## config.mk

```make
export PLATFORM = sky130hd
export DESIGN_NAME = dma_timing_ctrl
export DESIGN_NICKNAME = d
export VERILOG_FILES = /design/src/rtl/dma_timing_ctrl_pkg.sv /design/src/rtl/dma_strobe_decode.sv /design/src/rtl/dma_timing_ctrl.sv
export SDC_FILE = /design/constraint.sdc
export NUM_CORES = 1
export LEC_CHECK = 0
export ABC_AREA = 1
export ABC_CLOCK_PERIOD_IN_PS = 1900
export CAP_MARGIN = 20
export CORE_MARGIN = 8
export CORE_UTILIZATION = 36
export DETAILED_ROUTE_END_ITERATION = 6
export PLACE_DENSITY = 0.74
export SYNTH_ARGS = -nofsm -noshare
export SYNTH_HDL_FRONTEND = slang
export SYNTH_HIERARCHICAL = 1
export SYNTH_SLANG_ARGS = --single-unit
```

## constraint.sdc

```tcl
create_clock -name CLK -period 1.9 [get_ports CLK]
set_input_delay 0.285 -clock CLK [delete_from_list [all_inputs] [get_ports CLK]]
set_output_delay 0.285 -clock CLK [all_outputs]
set_load 0.02 [all_outputs]
```

## src/rtl/dma_timing_ctrl_pkg.sv

```systemverilog
// Shared types and constants for the DMA transfer sequencer.
// Transfer states, mode/type encodings and a channel one-hot helper.
package dma_timing_ctrl_pkg;

  typedef enum logic [2:0] {
    SI, S0, S1, S2, S3, S4, SC
  } dmaState_t;

  localparam logic [1:0] MODE_DEMAND  = 2'b00;
  localparam logic [1:0] MODE_SINGLE  = 2'b01;
  localparam logic [1:0] MODE_BLOCK   = 2'b10;
  localparam logic [1:0] MODE_CASCADE = 2'b11;

  localparam logic [1:0] TYPE_VERIFY = 2'b00;
  localparam logic [1:0] TYPE_WRITE  = 2'b01;
  localparam logic [1:0] TYPE_READ   = 2'b10;

  function automatic logic [3:0] onehot4(input logic [1:0] ch);
    onehot4 = 4'b0001 << ch;
  endfunction

endpackage

```

## src/rtl/dma_strobe_decode.sv

```systemverilog
// Combinational map from transfer state and transfer type to bus strobes.
// Read strobe spans S2-S3, write strobe S3 only; verify drives none.
module dma_strobe_decode
  import dma_timing_ctrl_pkg::*;
(
  input  dmaState_t  state,
  input  logic [1:0] act_type,
  output logic       memr_n,
  output logic       memw_n,
  output logic       ior_n,
  output logic       iow_n
);

  logic rd;
  logic wr;
  logic is_write;
  logic is_read;

  assign rd       = (state == S2) || (state == S3);
  assign wr       = (state == S3);
  assign is_write = (act_type == TYPE_WRITE);
  assign is_read  = (act_type == TYPE_READ);

  always_comb begin
    memr_n = 1'b1;
    memw_n = 1'b1;
    ior_n  = 1'b1;
    iow_n  = 1'b1;
    unique case (1'b1)
      is_write: begin
        ior_n  = !rd;
        memw_n = !wr;
      end
      is_read: begin
        memr_n = !rd;
        iow_n  = !wr;
      end
      default: ;
    endcase
  end

endmodule

```

## src/rtl/dma_timing_ctrl.sv

```systemverilog
// 8237-style transfer sequencer: HRQ/HLDA handshake, S0-S4 word timing,
// strobes, DACK and step/done pulses, all registered from next state.
module dma_timing_ctrl
  import dma_timing_ctrl_pkg::*;
(
  input  logic       CLK,
  input  logic       RESET_N,
  input  logic       reqValid,
  input  logic [1:0] reqCh,
  input  logic       dreqLevel,
  input  logic [1:0] xferMode,
  input  logic [1:0] xferType,
  input  logic       tc,
  input  logic       HLDA,
  input  logic       EOP_N_IN,
  output logic       HRQ,
  output logic       AEN,
  output logic       ADSTB,
  output logic [3:0] DACK,
  output logic       MEMR_N,
  output logic       MEMW_N,
  output logic       IOR_N,
  output logic       IOW_N,
  output logic       EOP_N_OUT,
  output logic       addrStep,
  output logic       countStep,
  output logic       chDone,
  output logic [1:0] chDoneCh
);

  dmaState_t  state;
  dmaState_t  next;
  logic [1:0] act_ch;
  logic [1:0] act_mode;
  logic [1:0] act_type;
  logic       eop_seen;
  logic       eop_seen_d;
  logic       latch;
  logic       term;
  logic       done_d;
  logic       xfer;
  logic       memr_d;
  logic       memw_d;
  logic       ior_d;
  logic       iow_d;

  always_comb begin
    next   = state;
    latch  = 1'b0;
    done_d = 1'b0;
    term   = eop_seen || !EOP_N_IN || tc;
    unique case (state)
      SI: if (reqValid) begin
        next  = S0;
        latch = 1'b1;
      end
      S0: begin
        if (HLDA)
          next = (act_mode == MODE_CASCADE) ? SC : S1;
        else if (!reqValid)
          next = SI;
      end
      S1: next = HLDA ? S2 : SI;
      S2: next = HLDA ? S3 : SI;
      S3: next = HLDA ? S4 : SI;
      S4: begin
        if (!HLDA) begin
          next = SI;
        end else if (term) begin
          next   = SI;
          done_d = 1'b1;
        end else begin
          case (act_mode)
            MODE_BLOCK:  next = S1;
            MODE_DEMAND: next = dreqLevel ? S1 : SI;
            default:     next = SI;
          endcase
        end
      end
      SC: if (!HLDA || !dreqLevel) next = SI;
      default: next = SI;
    endcase
  end

  // EOP seen early in the word is remembered until the S4 decision
  assign eop_seen_d = ((state == S2) || (state == S3)) &&
                      (eop_seen || !EOP_N_IN);
  assign xfer = (next == S1) || (next == S2) ||
                (next == S3) || (next == S4);

  dma_strobe_decode u_strobe (
    .state    (next),
    .act_type (act_type),
    .memr_n   (memr_d),
    .memw_n   (memw_d),
    .ior_n    (ior_d),
    .iow_n    (iow_d)
  );

  always_ff @(posedge CLK) begin
    if (!RESET_N) begin
      state     <= SI;
      act_ch    <= 2'b00;
      act_mode  <= 2'b00;
      act_type  <= 2'b00;
      eop_seen  <= 1'b0;
      HRQ       <= 1'b0;
      AEN       <= 1'b0;
      ADSTB     <= 1'b0;
      DACK      <= 4'b0000;
      MEMR_N    <= 1'b1;
      MEMW_N    <= 1'b1;
      IOR_N     <= 1'b1;
      IOW_N     <= 1'b1;
      EOP_N_OUT <= 1'b1;
      addrStep  <= 1'b0;
      countStep <= 1'b0;
      chDone    <= 1'b0;
      chDoneCh  <= 2'b00;
    end else begin
      state    <= next;
      eop_seen <= eop_seen_d;
      if (latch) begin
        act_ch   <= reqCh;
        act_mode <= xferMode;
        act_type <= xferType;
      end
      HRQ       <= (next != SI);
      AEN       <= xfer;
      ADSTB     <= (next == S1);
      DACK      <= (xfer || next == SC) ? onehot4(act_ch) : 4'b0000;
      MEMR_N    <= memr_d;
      MEMW_N    <= memw_d;
      IOR_N     <= ior_d;
      IOW_N     <= iow_d;
      EOP_N_OUT <= !((next == S4) && tc);
      addrStep  <= (next == S4);
      countStep <= (next == S4);
      chDone    <= done_d;
      if (done_d)
        chDoneCh <= act_ch;
    end
  end

endmodule

```

==> results.ini <==
[outcome]
run_status=completed

[clocking]
cts_tree=yes
cts_made_buffers=3
post-cts-setup-buffer-count=0
cts_sinks=26
clk_latency_ns=0.32
clkTransAtPathRegs_ns=0.13
post_cts_resized=0
holdBufCountCts=0
cts_root_buffer=clkbuf_4
cts_buffer_depth=2
cts_max_level=1

[worst_setup_path]
critPathArrivalTime_ns=2.00
critPathLaunchType=primary input
cp_max_fo=8
endpoint_kind=flip-flop
critPathRequiredTime_ns=2.12
path_class=in -> reg
slowest_delay_ns=0.64
crit_top_cell=nand2_1
crit_family=simple AND/OR/NAND/NOR gates
crit_chain=clkdlybuf4s50_1 > nand2_1 > inv_1 > nand3_2 > nand3_2 > nor2_4 > inv_1 > nand2_1 > nand2_1 > nand3_1 > or2_2
critPathSlowestCell=clkdlybuf4s50_1
crit_buf_inv=3

[yosys]
syn_inst=137
ys_ff_latch=26
yosysWarnings=6
syn-num-nets=150
syn_area_per_cell_sq_um=7.88
synth.distinct_cells=23
synth_area_sq_mm=0.00108
ys_seq_area_share_pct=48.2

[sta]
hold_violations=0
tightest_slew_ns=0.300
fin_skew_ns=0.00628
rsz0062_at_grt=false
setup_violations=0
slew_headroom_pct=79.9
fmax_mhz=563
layout_worst_path_cycle_share_pct=93.4
timing.hold.ws_ns=0.448
slew_viol_final=0
post-route-min-period_ns=1.78

[die]
die_h_um=70.8
die_w_um=70.8
dieArea_sq_mm=0.00501
rows=20
initial_utilization_pct=36.6
pin_count=30
fp.coreArea_sq_mm=0.00295

[place]
place_congestion=0.860
dpl.hpwl_um=1980
dp_cells=208
port_buffers=29

[layout]
layout-drive-gt1-share_pct=22.3
area_delta_synth_final_pct=42.8
nets=193
fillers=289
antenna_cells=0
multi_input_comb_area_sq_um=472
layout.area.seq_sq_um=520
layout.cells.non_filler=212

[power_and_ir_drop]
p_sw_w=0.000261
power_density_mw_per_mm2=724
p_sw_share_pct=23.4
p_comb_share_pct=14.2
irDropWorstVdd_uv=485
power.total_w=0.00112
clock_power_share_pct=33.7
seq_power_share_pct=52.0
p_leak_nw=0.669
internal-power_w=0.000855

[route]
drt-wirelength-per-cell_um=11.6
via_per_inst=4.80
wirelength_um=2460
drt_iter0_drc=55
drc=0
dr.pass1.iters=4
num_vias=1017
antenna_left=0

[worst_hold_path]
hp-class=reg -> reg

[grt]
grt_start_max_net_pins=16
antenna_found_initial=0
grt_usage_pct=10.7
grt_pass1_wl_um=4400
grt_pass1_vias=1058
overflow=0

[job]
cap_violations=0

[cells by family after synthesis]
logic type      count (synthesis)  share of synthesized area [%]
compound gates                 14                           6.49
buf+inv                        22                           8.11
flops                          26                           48.2
simple gates                   75                           37.2
[synth_stat cells]
| cell type | instances | area [sq um] |
|---|---|---|
| o21ai_0 | 8 | 40.0 |
| nand3_2 | 6 | 60.1 |
| inv_1 | 13 | 48.8 |
| clkbuf_1 | 2 | 7.51 |
| nand4_2 | 1 | 12.5 |
| nand2_1 | 22 | 82.6 |
| nor3_2 | 1 | 10.0 |
| clkinv_1 | 1 | 3.75 |
| nand3_1 | 5 | 25.0 |
| o21ai_1 | 1 | 5.00 |
| dfxtp_1 | 26 | 521 |
| a21oi_1 | 5 | 25.0 |
| nor2_2 | 3 | 18.8 |
| nor4_1 | 1 | 6.26 |
| nor3_1 | 2 | 10.0 |
| inv_2 | 4 | 15.0 |
| nor2_1 | 23 | 86.3 |
| buf_2 | 1 | 5.00 |
| buf_4 | 1 | 7.51 |
| or2_2 | 4 | 25.0 |
| nand4_1 | 2 | 12.5 |
| nor2_4 | 4 | 45.0 |
| nand3b_1 | 1 | 7.51 |
[stage by stage]
step                area [sq um]  utilization, %  TNS [ns]  setup WS (ns)
floorplan                   1080               -         0          0.350
global placement            1490            50.4    -0.423        -0.0876
detailed placement          1490            50.4     -1.10         -0.208
CTS                         1540            52.2         0          0.144
global route                1540            52.2         0        0.00558
finish                      1540            52.2         0          0.125
[state kept, by name, summed over array words and instances, names as in the netlist]
signal     count
DACK           4
state          3
act_ch         2
act_mode       2
act_type       2
chDoneCh       2
ADSTB          1
AEN            1
EOP_N_OUT      1
HRQ            1
IOR_N          1
IOW_N          1
MEMR_N         1
MEMW_N         1
chDone         1
countStep      1
eop_seen       1
[layer usage]
metal | GRT usage [%] | vias to the layer above | wire length (um)
met2 | 18.1 | 30 | 1190
li1 | - | 510 | -
met5 | 0 | - | 0
met1 | 11.7 | 470 | 1050
met4 | 6.00 | 0 | 61
met3 | 3.25 | 7 | 171
[final timing paths]
check	from	end	slack (ns)	cells past startpoint
worst max-delay path	HLDA	MEMR_N	0.12	11
worst min-delay path	act_ch[0]	DACK[2]	0.45	1
worst max register to register	state[2]	MEMR_N	0.22	9
worst min register to register	act_ch[0]	DACK[2]	0.45	1
[layout make-up]
class                   count  share of cell area, %
inverters                  18                   4.38
multi-input cells          89                   30.6
well taps                  33                   2.68
clock buffers               3                   1.46
clock inverters             1                   1.95
flip-flops and latches     26                   33.8
repair buffers             42                   25.2
[power by group through the flow]
stage          clock network (W)  registers (W)  logic (W)
2_1_floorplan                  0       0.000599  0.0000784
3_3_place_gp                   0       0.000592   0.000155
3_5_place_dp                   0       0.000593   0.000159
4_1_cts                 0.000389       0.000581   0.000160
5_1_grt                 0.000411       0.000584   0.000176
6_report                0.000376       0.000580   0.000159
[placed cells by master, fill, tap and decap left out, types with 2 or more instances in the layout]
cell,instances
or2_2,4
o21ai_0,8
nand3_2,6
nand2_1,22
buf_4,13
nor3_1,2
inv_1,13
nor2_1,23
inv_2,4
nand3_1,5
nand4_1,2
dfxtp_1,26
clkbuf_4,3
nor2_4,4
clkdlybuf4s50_1,29
a21oi_1,5
nor2_2,3
Note: power is estimated with default switching activity, not from simulation.
==> edit 1: new RTL, same flow settings <==
Re-encode `dmaState_t` (7 states) as one-hot, 7 bits wide.
--- a/src/rtl/dma_timing_ctrl_pkg.sv
+++ b/src/rtl/dma_timing_ctrl_pkg.sv
@@ -4,4 +4,4 @@
 
-  typedef enum logic [2:0] {
-    SI, S0, S1, S2, S3, S4, SC
+  typedef enum logic [6:0] {
+    SI = 7'b0000001, S0 = 7'b0000010, S1 = 7'b0000100, S2 = 7'b0001000, S3 = 7'b0010000, S4 = 7'b0100000, SC = 7'b1000000
   } dmaState_t;
Formal check against the unedited RTL: same outputs for any inputs over 10 cycles, from zero or initial values and one cycle with RESET_N low; not proved beyond that.
==> edit 1 against the original RTL <==
Utilization is 0.80 points higher; final cell count rose by 38%; sequential cell count up 4; synthesized area grew 32%; wire length increased by 42%; power rose by 31%; critical endpoint is now IOR_N; worst setup slack got worse by 0.020 ns; final area up 35%; clock skew is 0.0011 ns higher; highest routed layer unchanged; sequential power up 16%; combinational power rose by 68%.
==> edit 1: results (changes against the original RTL) <==
The first-pass iteration count of the detailed router came to 5 (+1). The root buffer cell chosen for the clock tree is sky130_fd_sc_hd__clkbuf_8. The largest net degree at the start of global routing came to 14 (-2). The overall via count from detail_route came to 1379 (+36%). The launching point of the worst reg2reg path is state[1]. For this design, the slowest cell found on the critical path is sky130_fd_sc_hd__dfxtp_1. The initial antenna violation count came out at 0 (unchanged). In the final layout, the registers with the most flip-flops are state (7), DACK (4). The routed wirelength normalized by instance count came out at 11.94 um (+2.7%).

The HPWL after detailed placement is 2.703 mm (+37%). The clock tree skew after final layout came out at 0.007339 ns (+0.001058 ns). The synthesized net count was 203 (+35%).

The endpoint of the most critical register-to-register path is IOR_N. The start point of the worst hold path is EOP_N_IN. The path with the worst hold slack has its endpoint at eop_seen. The leakage power came out at 0.9070 nW (+36%). The normalized max-slew margin came out at 0.7711 (-0.02822). The number of diodes added for antenna fixing is 0 (unchanged). The number of buffers inserted by port buffering is 29 (unchanged). The via count of the first global-routing pass is 1300 (+23%).

The delay of the slowest cell on the worst path was 0.33 ns (-0.31 ns). The number of nets in the finished design was 255 (+32%). The async set-reset flop share out of synthesis is 0 (unchanged). The proportion of synthesized chip area in sequential cells is 0.4199 (-0.06209). The worst hold path depth came out at 2 (+1). The clock latency reported for the late side of the worst-skew pair came out at 0.28 ns (-0.04 ns). The clock transition at the registers of the reported paths is 0.07 ns (-0.06 ns). The switching portion of total power was 0.2709 (+0.03712). The signal arrival time at the worst endpoint was 1.97 ns (-0.03 ns). The placed standard-cell area came to 1877 um^2 (+26%). The cell depth of the worst flop-to-flop path came out at 13 (+4).

The type of the most critical hold path is in -> reg. The final weighted congestion in routability-driven placement came out at 0.8827 (+2.7%). The number of DRC violations after detailed-routing iteration 0 was 79 (+44%). The share of cells above drive strength 1 is 0.3621 (+0.1387). The number of buffers created by CTS is 5 (+2). The run finished with clean final reports. The total of warnings raised by yosys came to 6 (unchanged). The CTS H-tree depth is 2 (+1). The global router's overall resource usage came to 0.1143 (+0.006879). In the post-synthesis netlist, the biggest area contributors are sky130_fd_sc_hd__dfxtp_1, sky130_fd_sc_hd__nand2_1, sky130_fd_sc_hd__nand3_1, sky130_fd_sc_hd__inv_1, sky130_fd_sc_hd__nor2_1. The worst setup timing slack at the placement stage came out at -0.3008 ns (-0.09247 ns).

The maximum vdd ir drop came out at 0.0004767 V (-1.8%). The maximum buffer depth of the clock tree is 2 (unchanged). The worst-path maximum fanout came out at 4 (-4). By count the netlist is led by sky130_fd_sc_hd__dfxtp_1, sky130_fd_sc_hd__nand2_1, sky130_fd_sc_hd__inv_1, sky130_fd_sc_hd__nor2_1, sky130_fd_sc_hd__nand3_1. The register-to-register setup slack came out at 0.10 ns (-0.12 ns). The first-pass GRT wire length is 5.575 mm (+27%). The unique cell type count in the Yosys netlist is 28 (+22%).
-- edit 1: cell types whose count changed after synthesis, moves of 4 or more --
cell	before	now
sky130_fd_sc_hd__inv_2	4	11
sky130_fd_sc_hd__nand2_1	22	26
sky130_fd_sc_hd__nand3_1	5	18
sky130_fd_sc_hd__nand2_2	0	4
sky130_fd_sc_hd__inv_1	13	23
sky130_fd_sc_hd__a21oi_1	5	12
sky130_fd_sc_hd__dfxtp_1	26	30
-- edit 1: power groups by stage --
stage | Sequential, mW | Combinational, mW | Clock [mW]
floorplan | 0.689 | 0.142 | 0
global placement | 0.685 | 0.234 | 0
detailed placement | 0.686 | 0.236 | 0
CTS | 0.672 | 0.238 | 0.541
global route | 0.677 | 0.294 | 0.570
finish | 0.674 | 0.267 | 0.524
-- edit 1: worst max path at each step --
| stage | endpoint | depth (start not counted) | slack, ns | from |
|---|---|---|---|---|
| 6_report | IOR_N | 13 | 0.10 | state[1] |
| 5_1_grt | IOR_N | 11 | -0.02 | eop_seen |
| 4_1_cts | MEMR_N | 11 | 0.03 | state[0] |
| 3_5_place_dp | MEMR_N | 11 | -0.30 | tc |
| 3_3_place_gp | MEMR_N | 11 | -0.24 | tc |
| 2_1_floorplan | IOR_N | 14 | 0.20 | state[3] |
-- edit 1: what timing repair did --
item,4_1_cts,5_1_grt
gates cloned,0,0
resized for setup,1,29
pin swaps,0,12
buffers inserted,0,4
setup endpoints to repair,2,4
hold buffers,0,0
-- edit 1: critical path: cells and delay by family (launching register included) --
family	cells	cell delay, ns
buf+inv	2	0.13
simple gates	11	1.23
flops	1	0.33
-- edit 1: kinds of logic (layout without fill, tap and decap cells) --
logic type,Yosys count,count (layout),synth area share
buf+inv,39,92,0.1129
flops,30,30,0.4200
compound gates,27,27,0.1067
simple gates,94,94,0.3604
-- edit 1: layout make-up --
class                      instances  area [um^2]
clock buffer                       6        82.58
clock inverter                     2        12.51
fill                             390         1839
inverter                          34        127.6
multi-input combinational        121        721.9
sequential                        30        609.3
tap                               50        62.56
timing repair buffer              50        457.9
-- edit 1: layer usage --
| layer | vias up | share of wire | global-route usage |
|---|---|---|---|
| met5 | - | 0 | 0 |
| met4 | 0 | 0.017 | 0.04444 |
| met3 | 8 | 0.069 | 0.04966 |
| met2 | 45 | 0.47 | 0.1915 |
| met1 | 621 | 0.44 | 0.1243 |
| li1 | 705 | - | - |
-- edit 1: through the flow --
stage | total power, mW | hold slack, ns | cells
floorplan | 0.8312 | 0.3538 | 190
global placement | 0.9187 | 0.4260 | 281
detailed placement | 0.9215 | 0.4285 | 281
CTS | 1.450 | 0.4395 | 289
global route | 1.542 | 0.2081 | 293
finish | 1.465 | 0.2109 | 293
==> edit 2: new RTL, same settings <==
Without the edit above. Make the reset (`RESET_N`) asynchronous in one clocked block.
--- a/src/rtl/dma_timing_ctrl.sv
+++ b/src/rtl/dma_timing_ctrl.sv
@@ -99,3 +99,3 @@
 
-  always_ff @(posedge CLK) begin
+  always_ff @(posedge CLK or negedge RESET_N) begin
     if (!RESET_N) begin
Function: differs if RESET_N is asserted again (counterexample within 4 cycles, from zero or initial values and one cycle with RESET_N low); with RESET_N held inactive, the same outputs for 10 cycles.
==> edit 2 against the original RTL <==
Global-route usage down 1.3 points; worst setup slack better by 0.040 ns; utilization down 3.3 points; critical endpoint is now MEMW_N; sequential cell count unchanged; wire length down 7.8%; register-to-register slack better by 0.17 ns; synthesized area down 0.35%; final area down 6.3%; synthesized cell count down 14%; non-clock buffer count down 12; final cell count down 13%.
Power is not compared: it rests on default switching activity, and its combinational part moved more than twofold at a synthesized area within 25%.
==> edit 2: results (changes against the original RTL) <==
The run finished with clean final reports. The delay of the slowest cell on the worst path is 0.59 ns (-0.05 ns). The number of buffers inserted by port buffering came out at 29 (unchanged). The register-to-register setup slack was 0.39 ns (+0.17 ns). The clock tree skew after final layout was 0.006615 ns (+0.0003340 ns). The number of placed instances with taps included came out at 180 (-13%).

The largest net degree at the start of global routing came out at 27 (+11). By area the synthesized netlist is led by sky130_fd_sc_hd__dfrtp_1, sky130_fd_sc_hd__dfstp_2, sky130_fd_sc_hd__nand2_1, sky130_fd_sc_hd__inv_1, sky130_fd_sc_hd__nor2_1. The clock buffer count is 4 (+1). The tree is rooted in a sky130_fd_sc_hd__clkbuf_4. The count of buffers not belonging to the clock network in the layout is 30 (-29%).

The share of cells above drive strength 1 came out at 0.1060 (-0.1175). The first-pass GRT wire length is 3.926 mm (-11%). The unique cell type count in the Yosys netlist is 16 (-30%). The normalized max-slew margin is 0.6673 (-0.1320). The inverter count came to 21 (+3).

The type of the most critical hold path is in -> async. The number of vias per cell after detailed routing is 4.880 (+1.7%). IR analysis of the VDD net gives a maximum drop of slightly above 0.0007 V. The number of diodes added for antenna fixing is 0 (unchanged). The tightest hold margin is 0.3121 ns (-0.1356 ns). The HPWL after detailed placement came out at 1.793 mm (-9.4%). The worst setup timing slack at the placement stage is 0.05577 ns (+0.2641 ns). The async set-reset flop share out of synthesis is 1.000 (+1.000). Broken down by cell family, the worst path's largest delay share belongs to buffers and inverters.

The count of instances resized after the clock tree is built was 0 (unchanged). The clock transition at the registers of the reported paths is 0.13 ns (about the same). The fraction of area in clock buffers and inverters came out at 0.02513 (-0.008961). The number of fill cells is 283 (-2.1%). The number of buffers created by CTS is 3 (unchanged).

The average footprint of a synthesized cell is 9.119 um^2 (+16%). The via count of the first global-routing pass is 962 (-9.1%). By count the netlist is led by sky130_fd_sc_hd__nand2_1, sky130_fd_sc_hd__dfrtp_1, sky130_fd_sc_hd__inv_1, sky130_fd_sc_hd__nor2_1, sky130_fd_sc_hd__nand3_1. The share of cell area taken by multi-input logic gates came out at 0.2305 (-0.07550). The most used flip-flop cell after synthesis is sky130_fd_sc_hd__dfrtp_1. The first-pass iteration count of the detailed router came to 4 (unchanged). The wire length reported by the detailed router is 2.272 mm (-7.8%).

The number of DRC violations after detailed-routing iteration 0 is 47 (-15%). The proportion of synthesized chip area in sequential cells came out at 0.6105 (+0.1284). The final weighted congestion in routability-driven placement is 0.8025 (-6.7%).

The slowest stage of the critical path is the sky130_fd_sc_hd__clkdlybuf4s50_1 cell. The global router's overall resource usage came out at 0.09430 (-0.01317). The non-clock buffer share of cell area is 0.2062 (-0.04538). The number of multi-input combinational cells came out at 70 (-21%). The number of nets in the finished design is 165 (-15%). The overall via count from detail_route is 898 (-12%). The synthesized net count is 131 (-13%). In this run the power spent charging and discharging nets is roughly 770 uW.

The highest clock frequency the design can meet is 576.2 MHz (+2.3%). The signal arrival time at the worst endpoint came to 1.45 ns (-0.55 ns). The worst-path maximum fanout was 1 (-7). The total area of sequential cells came to 656.9 um^2 (+26%). The finished layout cell area was 1444 um^2 (-6.3%).
[edit 2: changes by cell type after synthesis, moves of 4 or more]
| cell | change |
|---|---|
| sky130_fd_sc_hd__inv_2 | -4 |
| sky130_fd_sc_hd__o21ai_0 | -5 |
| sky130_fd_sc_hd__dfstp_2 | +5 |
| sky130_fd_sc_hd__nand3_1 | +4 |
| sky130_fd_sc_hd__inv_1 | +8 |
| sky130_fd_sc_hd__or2_2 | -4 |
| sky130_fd_sc_hd__nand3_2 | -6 |
| sky130_fd_sc_hd__nor2_4 | -4 |
| sky130_fd_sc_hd__mux2_2 | +4 |
| sky130_fd_sc_hd__dfrtp_1 | +21 |
| sky130_fd_sc_hd__nor2_1 | -4 |
| sky130_fd_sc_hd__dfxtp_1 | -26 |
[edit 2: path summary, 6_finish.rpt]
kind,cells past startpoint,to,start
worst max register to register,5,MEMR_N,state[0]
worst max-delay path,1,MEMW_N,MEMW_N
worst min register to register,2,MEMW_N,act_type[1]
worst min-delay path,2,eop_seen,RESET_N
min in group CLK,2,EOP_N_OUT,tc
max in group asynchronous,2,IOR_N,RESET_N
[edit 2: power by group through the flow]
stage / clock network, mW / logic [mW] / registers (mW)
final: 0.267 / 0.852 / 0.881
after global routing: 0.302 / 0.952 / 0.901
after floorplan: 0 / 0.409 / 0.987
after detailed placement: 0 / 0.856 / 0.889
after global placement: 0 / 0.828 / 0.874
after CTS: 0.273 / 0.860 / 0.878
[edit 2: cells by family after synthesis]
kind of cell	Yosys count	share of synthesized area
mux	4	0.04186
simple gates	59	0.2326
compound gates	7	0.03488
flops	26	0.6105
buf+inv	22	0.08024
[edit 2: routing by layer]
metal / track usage / wire, um
met1: 0.08975 / 878
met2: 0.1814 / 1180
met3: 0.03955 / 177
met4: 0.02079 / 36
met5: 0 / 0
